<file path="config.mk">
export PLATFORM = sky130hd
export DESIGN_NAME = rotary_emu
export DESIGN_NICKNAME = d
export VERILOG_FILES = /design/src/rtl/rotary_pkg.sv /design/src/rtl/rotary_dwell_timer.sv /design/src/rtl/rotary_emu.sv
export SDC_FILE = /design/constraint.sdc
export NUM_CORES = 1
export LEC_CHECK = 0
export BUFFER_PORTS_ARGS = -buffer_cell sky130_fd_sc_hd__buf_2
export CAP_MARGIN = 15
export CORE_MARGIN = 1.5
export CORE_UTILIZATION = 63
export DETAILED_ROUTE_END_ITERATION = 10
export PLACE_DENSITY = 0.83
export SLEW_MARGIN = 20
export SYNTH_ARGS = -nofsm -noshare
export SYNTH_HDL_FRONTEND = slang
export SYNTH_SLANG_ARGS = --single-unit
</file>
<file path="constraint.sdc">
create_clock -name clk -period 5.5 [get_ports clk]
set_input_delay 0.275 -clock clk [delete_from_list [all_inputs] [get_ports clk]]
set_output_delay 0.275 -clock clk [all_outputs]
set_load 0.01 [all_outputs]
</file>
<file path="src/rtl/rotary_pkg.sv">
// Shared types and Gray-code table for the rotary encoder emulator.
package rotary_pkg;

  typedef enum logic {DirCw, DirCcw} rotary_dir_t;

  typedef enum logic [2:0] {StIdle, StPh1, StPh2, StPh3, StRest} rotary_state_t;

  localparam logic [1:0] GRAY_CW [0:3] = '{2'b00, 2'b01, 2'b11, 2'b10};

  // Phase 1..3 are the codes of a detent; CCW walks the CW cycle backwards.
  function automatic logic [1:0] gray_code(input logic [1:0] phase, input rotary_dir_t dir);
    logic [1:0] idx;
    idx = (dir == DirCw) ? phase : 2'd0 - phase;
    return GRAY_CW[idx];
  endfunction

endpackage

</file>
<file path="src/rtl/rotary_dwell_timer.sv">
// Loadable down-counter; expire_o pulses for one cycle when a loaded count reaches zero.
module rotary_dwell_timer #(
  parameter int unsigned DWELL = 1000
) (
  input  logic clk_i,
  input  logic rst_i,
  input  logic load_i,
  output logic expire_o
);

  localparam int unsigned CntW = (DWELL > 1) ? $clog2(DWELL) : 1;
  localparam logic [CntW-1:0] LoadVal = CntW'(DWELL - 1);

  logic [CntW-1:0] cnt_q, cnt_d;
  logic            run_q, run_d;

  always_comb begin
    cnt_d = cnt_q;
    run_d = run_q;
    if (load_i) begin
      cnt_d = LoadVal;
      run_d = 1'b1;
    end else if (run_q) begin
      if (cnt_q == '0) begin
        run_d = 1'b0;
      end else begin
        cnt_d = cnt_q - CntW'(1);
      end
    end
  end

  always_ff @(posedge clk_i) begin
    if (rst_i) begin
      cnt_q <= '0;
      run_q <= 1'b0;
    end else begin
      cnt_q <= cnt_d;
      run_q <= run_d;
    end
  end

  assign expire_o = run_q && (cnt_q == '0);

endmodule

</file>
<file path="src/rtl/rotary_emu.sv">
// Quadrature generator: replays queued CW/CCW step requests as Gray-code detents.
module rotary_emu
  import rotary_pkg::*;
#(
  parameter int unsigned DWELL  = 1000,
  parameter int unsigned PEND_W = 4
) (
  input  logic       clk,
  input  logic       reset,
  input  logic       step_cw,
  input  logic       step_ccw,
  output logic [1:0] rotary_out,
  output logic       busy,
  output logic       step_done,
  output logic       overflow
);

  localparam int PendMax = 2 ** (PEND_W - 1) - 1;

  typedef logic signed [PEND_W-1:0] pend_t;
  // Two guard bits so the unclamped sum can never wrap.
  typedef logic signed [PEND_W+1:0] wide_t;

  localparam wide_t WOne = wide_t'(1);
  localparam wide_t WMax = wide_t'(PendMax);
  localparam wide_t WMin = wide_t'(-PendMax);

  rotary_state_t state_q, state_d;
  rotary_dir_t   dir_q, dir_d, start_dir;
  pend_t         pend_q, pend_d;
  logic [1:0]    out_q, out_d;
  logic          done_q, done_d;
  logic          ovf_q, ovf_d;
  logic          load, expire, consume, pend_nz;
  wide_t         req, cons, sum;

  assign pend_nz   = (pend_q != '0);
  assign start_dir = pend_q[PEND_W-1] ? DirCcw : DirCw;

  rotary_dwell_timer #(
    .DWELL(DWELL)
  ) u_timer (
    .clk_i   (clk),
    .rst_i   (reset),
    .load_i  (load),
    .expire_o(expire)
  );

  always_comb begin
    state_d = state_q;
    dir_d   = dir_q;
    out_d   = out_q;
    done_d  = 1'b0;
    load    = 1'b0;
    consume = 1'b0;
    case (state_q)
      StIdle, StRest: begin
        if ((state_q == StIdle) || expire) begin
          if (pend_nz) begin
            consume = 1'b1;
            dir_d   = start_dir;
            out_d   = gray_code(2'd1, start_dir);
            load    = 1'b1;
            state_d = StPh1;
          end else begin
            state_d = StIdle;
          end
        end
      end
      StPh1: begin
        if (expire) begin
          out_d   = gray_code(2'd2, dir_q);
          load    = 1'b1;
          state_d = StPh2;
        end
      end
      StPh2: begin
        if (expire) begin
          out_d   = gray_code(2'd3, dir_q);
          load    = 1'b1;
          state_d = StPh3;
        end
      end
      StPh3: begin
        if (expire) begin
          out_d   = 2'b00;
          done_d  = 1'b1;
          load    = 1'b1;
          state_d = StRest;
        end
      end
      default: state_d = StIdle;
    endcase
  end

  // Requests and consumption fold into a single saturating update.
  always_comb begin
    req = '0;
    if (step_cw && !step_ccw) begin
      req = WOne;
    end else if (step_ccw && !step_cw) begin
      req = -WOne;
    end
    cons = '0;
    if (consume) begin
      cons = pend_q[PEND_W-1] ? -WOne : WOne;
    end
    sum   = wide_t'(pend_q) + req - cons;
    ovf_d = ovf_q;
    if (sum > WMax) begin
      pend_d = pend_t'(WMax);
      ovf_d  = 1'b1;
    end else if (sum < WMin) begin
      pend_d = pend_t'(WMin);
      ovf_d  = 1'b1;
    end else begin
      pend_d = pend_t'(sum);
    end
  end

  always_ff @(posedge clk) begin
    if (reset) begin
      state_q <= StIdle;
      dir_q   <= DirCw;
      pend_q  <= '0;
      out_q   <= 2'b00;
      done_q  <= 1'b0;
      ovf_q   <= 1'b0;
    end else begin
      state_q <= state_d;
      dir_q   <= dir_d;
      pend_q  <= pend_d;
      out_q   <= out_d;
      done_q  <= done_d;
      ovf_q   <= ovf_d;
    end
  end

  assign rotary_out = out_q;
  assign step_done  = done_q;
  assign overflow   = ovf_q;
  assign busy       = (state_q != StIdle) || pend_nz;

endmodule
</file>
== Word-level counts from Yosys, hierarchy flattened ==
Index checks and enable logic that the tools add are counted.

* Output and inout port bits: 5
* Input port bits: 4
* Register bits after elaboration: 23
* Word-level logic and storage cells: 95

* Add/sub/neg operators: 3
* Equal/unequal tests: 10
* Reduce and logical (&&, ||, !) cells: 24
* Muxes and demuxes: 40
* $lt $le $gt $ge: 4
* Bitwise operators: 4

{| class="wikitable"
|+ Operators with widths
! kind !! number
|-
| two-way mux 10 bit || 3
|-
| two-way mux 6 bit || 4
|-
| two-way mux 2 bit || 11
|-
| two-way mux 3 bit || 5
|-
| != test 2 bit, second input constant || 6
|-
| one-hot mux 3 bit (4 select lines) || 1
|-
| two-way mux 1 bit || 11
|-
| logical NOT 10 bit || 1
|-
| subtractor 10 x 1 -> 10 bit, second input constant || 1
|-
| binary-select mux 2 bit (select 2 bit) || 2
|-
| one-hot mux 2 bit (4 select lines) || 1
|-
| nonzero test 4 bit || 2
|-
| OR reduction 2 bit || 4
|-
| adder 4 x 6 -> 6 bit || 1
|-
| equality test 3 x 2 -> 1 bit, second input constant || 2
|-
| greater-or-equal comparator 3 bit, second input constant || 2
|-
| > comparator 6 x 4 -> 1 bit, second input constant || 1
|-
| < comparator 6 x 4 -> 1 bit, second input constant || 1
|-
| NOT 2 -> 3 bit || 2
|-
| AND reduction 6 bit || 1
|-
| subtractor 6 bit || 1
|-
| two-way mux 4 bit || 1
|-
| AND reduction 2 bit || 2
|-
| AND reduction 4 bit || 1
|-
| other kinds (12) || 18
|}

== Depth between registers and ports, before layout ==
Gate-level depths: netlist of the first run.

* Word-level depth: 10
* Depth in mapped cells: 16
* Gate-level depth less buffers: 16

== Modules after synthesis ==
Synthesis of the first run repeated with hierarchy kept, for this count alone.

* Cells, all modules: 169
* Area total of the unflattened synthesis: 1477.7 um^2

{| class="wikitable"
|+ By module, submodules not included
! module !! area an instance (um^2) !! instances !! seq. area each (um^2) !! cells each
|-
| rotary_emu || 887.1 || 1 || 240.2 || 106
|-
| rotary_dwell_timer || 590.6 || 1 || 220.2 || 63
|}

== Worst setup path after synthesis of the first run ==
OpenSTA, ideal clock, no wires.

* Kind: reg2reg
* From: register u_timer.cnt_q[5]
* To: register ovf_q (netlist: overflow)
* Setup slack: 1.920 ns
* Data arrival time: 3.484 ns
* Path buffers: 1
* Period minus slack after synthesis: 3.580 ns
* Data required time: 5.405 ns
* Setup time: 0.095 ns
* Stages on the path, launching flop included: 15
* Cells stage by stage: dfxtp_1 or4_1 buf_2 or3_4 a21o_1 inv_2 nand2_1 fa_1 inv_1 fa_1 nand2b_1 a21oi_1 xnor2_1 nor2_1 a221oi_1

* Word-level cells in the longest chain between the ends: 9
* Elaborated cells on any way between the ends: 11
* Those cells by class: add/sub (1); order compare (2); mux (4); reduce/logical (4)

{| class="wikitable"
|+ RTL lines
! element !! RTL line !! text
|-
| start: declaration || rotary_dwell_timer.sv:14 || <nowiki>logic [CntW-1:0] cnt_q, cnt_d;</nowiki>
|-
| start signal: assignment || rotary_dwell_timer.sv:37 || <nowiki>cnt_q <= cnt_d;</nowiki>
|-
| logical NOT 10 bit * || rotary_dwell_timer.sv:42 || <nowiki>assign expire_o = run_q && (cnt_q == '0);</nowiki>
|-
| logical AND 1 bit * || rotary_dwell_timer.sv:42 ||
|-
| logical OR 1 bit * || rotary_emu.sv:58 || <nowiki>if ((state_q == StIdle) || expire) begin</nowiki>
|-
| two-way mux 1 bit * || rotary_emu.sv:58 ||
|-
| two-way mux 1 bit * || rotary_emu.sv:56 || <nowiki>case (state_q)</nowiki>
|-
| net consume || rotary_emu.sv:34 || <nowiki>logic load, expire, consume, pend_nz;</nowiki>
|-
| two-way mux 6 bit * || rotary_emu.sv:105 || <nowiki>if (consume) begin</nowiki>
|-
| subtractor 6 bit * || rotary_emu.sv:108 || <nowiki>sum = wide_t'(pend_q) + req - cons;</nowiki>
|-
| > comparator 6 x 4 -> 1 bit / < comparator 6 x 4 -> 1 bit (equally long branches) || rotary_emu.sv:110, rotary_emu.sv:113 ||
|-
| two-way mux 1 bit / nonzero test 2 bit (equally long branches) || n/a ||
|-
| end signal: assignment || rotary_emu.sv:135 || <nowiki>ovf_q <= ovf_d;</nowiki>
|-
| end: declaration || rotary_emu.sv:33 || <nowiki>logic ovf_q, ovf_d;</nowiki>
|}

Mark *: on every way through the listed nets, which the timed path passes. The rest lies on a longest branch.
A chain may end at the register's enable or synchronous reset.

== Worst setup path after layout of the first run ==
* From: register u_timer.cnt_q[5]
* To: register pend_q[0]

* Word-level cells in the longest chain between the ends: 10
* Elaborated cells on any way between the ends: 11
* Those cells by class: add/sub (1); order compare (2); mux (5); reduce/logical (3)

{| class="wikitable"
|+ RTL lines
! element !! RTL line !! text
|-
| logical NOT 10 bit * || rotary_dwell_timer.sv:42 ||
|-
| logical AND 1 bit * || rotary_dwell_timer.sv:42 ||
|-
| logical OR 1 bit * || rotary_emu.sv:58 ||
|-
| two-way mux 1 bit * || rotary_emu.sv:58 ||
|-
| two-way mux 1 bit * || rotary_emu.sv:56 ||
|-
| net consume || rotary_emu.sv:34 ||
|-
| two-way mux 6 bit * || rotary_emu.sv:105 ||
|-
| subtractor 6 bit * || rotary_emu.sv:108 ||
|-
| < comparator 6 x 4 -> 1 bit || rotary_emu.sv:113 || <nowiki>end else if (sum < WMin) begin</nowiki>
|-
| two-way mux 4 bit || rotary_emu.sv:113 ||
|-
| two-way mux 3 bit * || rotary_emu.sv:110 || <nowiki>if (sum > WMax) begin</nowiki>
|-
| end signal: assignment || rotary_emu.sv:132 || <nowiki>pend_q <= pend_d;</nowiki>
|-
| end: declaration || rotary_emu.sv:30 || <nowiki>pend_t pend_q, pend_d;</nowiki>
|}

Marked as above.

==> flow_summary.yaml, run 1 <==
die:
  die_w_um: 50.08
  row_count: 16
  die_area_um2: 2508
  initial_utilization: 0.6906
  die_height_um: 50.08
  num_io_pins: 9
  core_area_um2: 2022
route:
  wl_um: 2798
  first_iter_violations: 34
  dr_total_vias: 1206
  dr.pass1.iters: 4
  viasPerCell: 5.941
  wl_per_cell_um: 13.78
  drc: 0
  ant_nets: 0
worst_hold_path:
  worstHoldStart: "reset"
  holdCritPathClass: "primary input to register"
job:
  max_cap_viol_count: 0
timing:
  whs_ns: 0.3335
  period_share: 0.7255
  setup_viol: 0
  worst_pin_slew_ns: 0.6352
  slew_viol_final: 0
  min_period_ns: 3.990
  relSlewSlack: 0.5765
  skew_ns: 0.006861
  setup_tns_ns: 0
  fmax_mhz: 250.6
  hold_violations: 0
  rsz0062_at_grt: "false"
place:
  gp_congestion: 0.8014
  port_buffers: 8
  dpl.hpwl_um: 2119
cts:
  cts_tree: "yes"
  cts.clk_slew.worst_paths_ns: 0.13
  cts_inserted_buffers: 3
  clk_latency_ns: 0.32
  h-tree-depth: 1
  clkSinkCount: 23
  post_cts_buffers: 0
  cts_buffer_depth: 2
  cts_root_buf: "clkbuf_4"
  hold_buffers: 0
  cts.repair.resized: 0
cells_and_area:
  utilization: 0.7290
  n_antenna_cell: 0
  area_growth_pct: 5.555
  drive_above_1_share: 0.1023
  nets: 193
power:
  p_clk_frac: 0.083
  leakagePower_nw: 0.6362
  power_switching_mw: 0.4643
  power_frac_comb: 0.639
  ir_worst_vdd_v: 0.0004991
  intPower_mw: 0.5141
  sw_frac_of_total: 0.4746
  powerDensity_nw_per_um2: 663.8
  p_seq_frac: 0.278
critical_path:
  path_buf_inv: 2
  worstPathCellList: "or4_1 > or3_4 > a21o_1 > inv_2 > nand2_1 > fa_1 > inv_1 > fa_1 > nand2b_1 > a21oi_1 > xnor2_1 > nor2_1 > a221oi_1"
  crit_slowest_cell: "or4_1"
  critPathMaxFanout: 7
  reg2reg_from: "u_timer.cnt_q[5]"
  arrival_ns: 4.22
  end_kind: "register"
  path_delay_family: "simple AND/OR/NAND/NOR gates"
  cp.required_ns: 5.73
  path_class: "register to register"
  critPathMaxStageDelay_ns: 0.66
  cp_common_cell: "fa_1"
  crit_start: "u_timer.cnt_q[5]"
  start_kind: "register"
yosys:
  syn_area_per_cell_um2: 8.312
  async_flop_share: 0
  synth_top_cells_by_area: "dfxtp_1 33%, ha_1 8.1%, a21oi_1 6.8%"
  synth_area_leader_cell: "dfxtp_1"
  synthAdderAreaFrac: 0.1237
  synthSimpleGateAreaFrac: 0.2357
  synth_top_area_frac: 0.3297
  ys_ff_latch: 23
  synth-xor-area-share: 0.04391
  synth_common_cells: "23 x dfxtp_1, 19 x a21oi_1, 17 x inv_1"
  seq_area_frac_synth: 0.3297
  synthCells: 168
  synth.most_common_cell: "dfxtp_1"
  synth_cell_type_count: 37
  yosysWarnings: 0
  synth_top_family_by_area: "simple AND/OR/NAND/NOR gates"
  mappedNetlistNets: 184
  synth-compound-area-share: 0.1577
  synthMuxAreaShare: 0.04391
  synth-main-ff-cell: "dfxtp_1"
  synth_edf_count: 0
  syn-cell-area_um2: 1396
grt:
  grt_use_total: 0.2637
  grt_pass1_vias: 1202
  grt_overflow: 0
  antenna_found_initial: 0
  grt_max_degree: 20
  grt_pass1_wl_um: 5099
run_status:
  status: "completed"
-- metrics by stage --
stage / setup WS [ns] / instances / area (um2) / total power [mW]
final: 1.510 / 203 / 1474 / 0.9784
after global routing: 1.216 / 203 / 1474 / 1.081
after CTS: 1.497 / 203 / 1474 / 0.9772
after detailed placement: 1.529 / 199 / 1446 / 0.8933
after global placement: 1.809 / 199 / 1446 / 0.8392
after floorplan: 1.920 / 168 / 1396 / 0.7645
-- flip-flops by register name, indices dropped and copies added (netlist names) --
name,cells
pend_q,4
rotary_out,2
state_q,3
overflow,1
step_done,1
u_timer.run_q,1
dir_q,1
u_timer.cnt_q,10
-- logic make-up (layout without fill, tap and decap cells) --
group	after synthesis	count (layout)
flops	23	23
simple gates	62	62
compound gates	36	36
buf+inv	22	30
fa+ha+maj	12	12
mux	6	6
xor+xnor	7	7
-- layout by cell type, fill, tap and decap left out, types with 2 or more instances in the layout --
master / instances
a21oi_1: 19
a221oi_1: 3
buf_2: 8
clkbuf_4: 3
dfxtp_1: 23
fa_1: 3
ha_1: 9
inv_1: 17
mux2i_1: 5
nand2_1: 8
nand2b_1: 5
nand3_1: 4
nor2_1: 15
nor2b_1: 7
nor3_1: 9
nor3b_1: 2
nor4_1: 2
o211ai_1: 2
o21ai_0: 6
or3_1: 3
or4_1: 2
xnor2_1: 3
xor2_1: 4
-- worst paths after layout --
path | endpoint | slack [ns] | cells past startpoint
worst max-delay path | pend_q[0] | 1.51 | 13
worst min-delay path | step_done | 0.33 | 2
worst max register to register | pend_q[0] | 1.51 | 13
worst min register to register | rotary_out[0] | 0.47 | 2
-- per-layer routing --
layer,vias up,track usage,wire (um)
met2,26,0.4474,1377
li1,600,-,-
met3,10,0.03636,92
met5,-,0,0
met1,570,0.3194,1250
met4,0,0.1389,76
-- final cells by class --
| class | count | area (um2) |
|---|---|---|
| Fill cell | 163 | 548.0 |
| Inverter | 18 | 67.56 |
| Multi-Input combinational cell | 123 | 844.6 |
| Timing Repair Buffer | 8 | 40.04 |
| Tap cell | 27 | 33.78 |
| Sequential cell | 23 | 460.4 |
| Clock buffer | 3 | 22.52 |
| Clock inverter | 1 | 5.005 |
-- worst register-to-register path, delay by kind of cell, from the launching register on --
kind / cells / cell delay (ns)
flip-flops: 1 / 0.36
buffers and inverters: 2 / 0.15
adder cells (fa/ha/maj): 2 / 1.00
AO/OA/AOI/OAI: 3 / 0.70
AND/OR/NAND/NOR: 5 / 1.48
XOR/XNOR: 1 / 0.21
-- power by group through the flow --
stage          combinational (mW)  sequential [mW]  clock (mW)
2_1_floorplan               0.497            0.268           0
3_3_place_gp                0.569            0.270           0
3_5_place_dp                0.621            0.272           0
4_1_cts                     0.626            0.269      0.0816
5_1_grt                     0.717            0.277      0.0867
6_report                    0.626            0.272      0.0808
Note: power is estimated with default switching activity, not from simulation.
==> run 2: changes to the inputs <==
--- a/config.mk
+++ b/config.mk
@@ -7,10 +7,11 @@
 export LEC_CHECK = 0
 export BUFFER_PORTS_ARGS = -buffer_cell sky130_fd_sc_hd__buf_2
 export CAP_MARGIN = 15
+export CORE_ASPECT_RATIO = 1.75
 export CORE_MARGIN = 1.5
-export CORE_UTILIZATION = 63
+export CORE_UTILIZATION = 53
 export DETAILED_ROUTE_END_ITERATION = 10
-export PLACE_DENSITY = 0.83
+export PLACE_DENSITY = 0.75
 export SLEW_MARGIN = 20
 export SYNTH_ARGS = -nofsm -noshare
 export SYNTH_HDL_FRONTEND = slang
==> constraint.sdc (replaced) <==
create_clock -name clk -period 3.6 [get_ports clk]
set_input_delay 0.18 -clock clk [delete_from_list [all_inputs] [get_ports clk]]
set_output_delay 0.18 -clock clk [all_outputs]
set_load 0.01 [all_outputs]
==> run 2 against run 1 <==
Utilization down 5.8 points. Critical path depth unchanged. Worst setup slack worse by 1.4 ns. Fmax up 15%. Flip-flop and latch count unchanged. Die area up 18%. Hold slack worse by 0.036 ns. Cell area up 13%. Critical endpoint unchanged.
==> flow_summary.yaml, run 2 (synthesis results as in run 1) <==
route:
  drc: 0
  viasPerCell: 5.836
  dr_total_vias: 1243
  dr.pass1.iters: 4
  ant_nets: 0
  wl_um: 3137
  first_iter_violations: 22
  wl_per_cell_um: 14.73
grt:
  grt_max_degree: 20
  antenna_found_initial: 0
  grt_pass1_vias: 1289
  grt_overflow: 0
  grt_use_total: 0.2267
  grt_pass1_wl_um: 5313
cts:
  cts_inserted_buffers: 3
  cts.clk_slew.worst_paths_ns: 0.08
  cts_buffer_depth: 2
  cts_tree: "yes"
  clk_latency_ns: 0.26
  h-tree-depth: 1
  cts_root_buf: "clkbuf_8"
  hold_buffers: 0
  clkSinkCount: 23
place:
  dpl.hpwl_um: 2285
  port_buffers: 8
  placed_cell_area_um2: 1513
  gp_congestion: 0.8357
cells_and_area:
  top_regs: "u_timer.cnt_q x10, pend_q x4, state_q x3"
  drive_above_1_share: 0.2674
  area_growth_pct: 19.71
  n_antenna_cell: 0
  mostFrequentLayoutCells: "21 x dfxtp_1, 17 x a21oi_1, 14 x inv_1"
  final_area_um2: 1672
  multi_input_area_um2: 932.1
  nets: 204
  utilization: 0.6707
  seq_area_um2: 462.9
  largest_reg_flops: 10
  layout_commonest_cell: "dfxtp_1"
  fillCellCount: 207
  top_register: "u_timer.cnt_q"
critical_path:
  path_class: "register to register"
  end_kind: "register"
  r2r_cells: 13
  critPathMaxFanout: 7
  rrSetupSlack_ns: 0.11
  cp.required_ns: 3.78
  critPathMaxStageDelay_ns: 0.53
  crit_slowest_cell: "or4_4"
  start_kind: "register"
  worstPathCellList: "or4_4 > or3_4 > a21o_1 > inv_2 > nand2_4 > fa_1 > ha_1 > a211oi_2 > o211a_1 > a21oi_1 > buf_4 > nor2b_1 > a221oi_2"
  arrival_ns: 3.66
timing:
  min_period_ns: 3.485
  setup_viol: 0
  period_share: 0.9681
  setup_tns_ns: 0
  skew_ns: 0.002279
  relSlewSlack: 0.5813
  hold_violations: 0
  fmax_mhz: 286.9
  worst_pin_slew_ns: 0.6280
  slew_viol_final: 0
die:
  die_w_um: 41.80
  row_count: 24
  initial_utilization: 0.5602
  die_area_um2: 2964
  num_io_pins: 9
  core_area_um2: 2492
  die_height_um: 70.90
job:
  max_cap_viol_count: 0
worst_hold_path:
  holdCritPathClass: "primary input to register"
  holdPathStages: 2
run_status:
  status: "completed"
## run 2: cell count changes in the layout (fill, tap and decap cells not counted), moves of 3 or more
cell,previous run,this run
inv_1,17,14
nor2_1,15,12
clkbuf_8,0,3
inv_2,1,4
clkbuf_4,3,0
buf_4,0,9
## run 2: repair_timing
item,CTS,global route
buffers inserted,0,2
pin swaps,4,14
setup endpoints to repair,3,4
gates resized for setup,6,22
## run 2: final cells by class
class,instances,area share
timing repair buffer,19,0.07784
tap,26,0.01946
sequential,23,0.2769
multi-input combinational,123,0.5576
clock inverter,1,0.002994
inverter,18,0.04042
clock buffer,3,0.02470
## run 2: critical path: cells and delay by family, from the launching register on
kind / cells / cell delay, ns
adders and majority gates: 2 / 0.84
and+or+nand+nor: 4 / 1.08
AOI/OAI and AO/OA: 5 / 0.90
DFF: 1 / 0.34
buffers and inverters: 2 / 0.25
## run 2: routing by layer
| layer | vias up | global-route usage | wire length [um] |
|---|---|---|---|
| li1 | 616 | - | - |
| met1 | 583 | 0.2366 | 1097 |
| met2 | 33 | 0.4253 | 1843 |
| met3 | 11 | 0.02296 | 86 |
| met4 | 0 | 0.1254 | 110 |
| met5 | - | 0 | 0 |
## run 2: final timing paths
path                          from       endpoint
setup / recovery  u_timer.cnt_q[5]      pend_q[0]
hold / removal               reset      step_done
setup reg to reg  u_timer.cnt_q[5]      pend_q[0]
hold reg to reg      rotary_out[1]  rotary_out[1]
## run 2: metrics by stage
| step | instances | hold slack, ns | worst slack, ns |
|---|---|---|---|
| floorplan | 168 | 0.4458 | 0.02033 |
| global placement | 207 | 0.4466 | 0.07953 |
| detailed placement | 207 | 0.4603 | -0.04723 |
| CTS | 211 | 0.2987 | 0.006408 |
| global route | 213 | 0.3346 | -0.01835 |
| finish | 213 | 0.2978 | 0.1150 |
Power of run 2 is left out: the tool's default activity adds up to more than one toggle a clock period on the data nets, which glitch-free logic cannot reach.
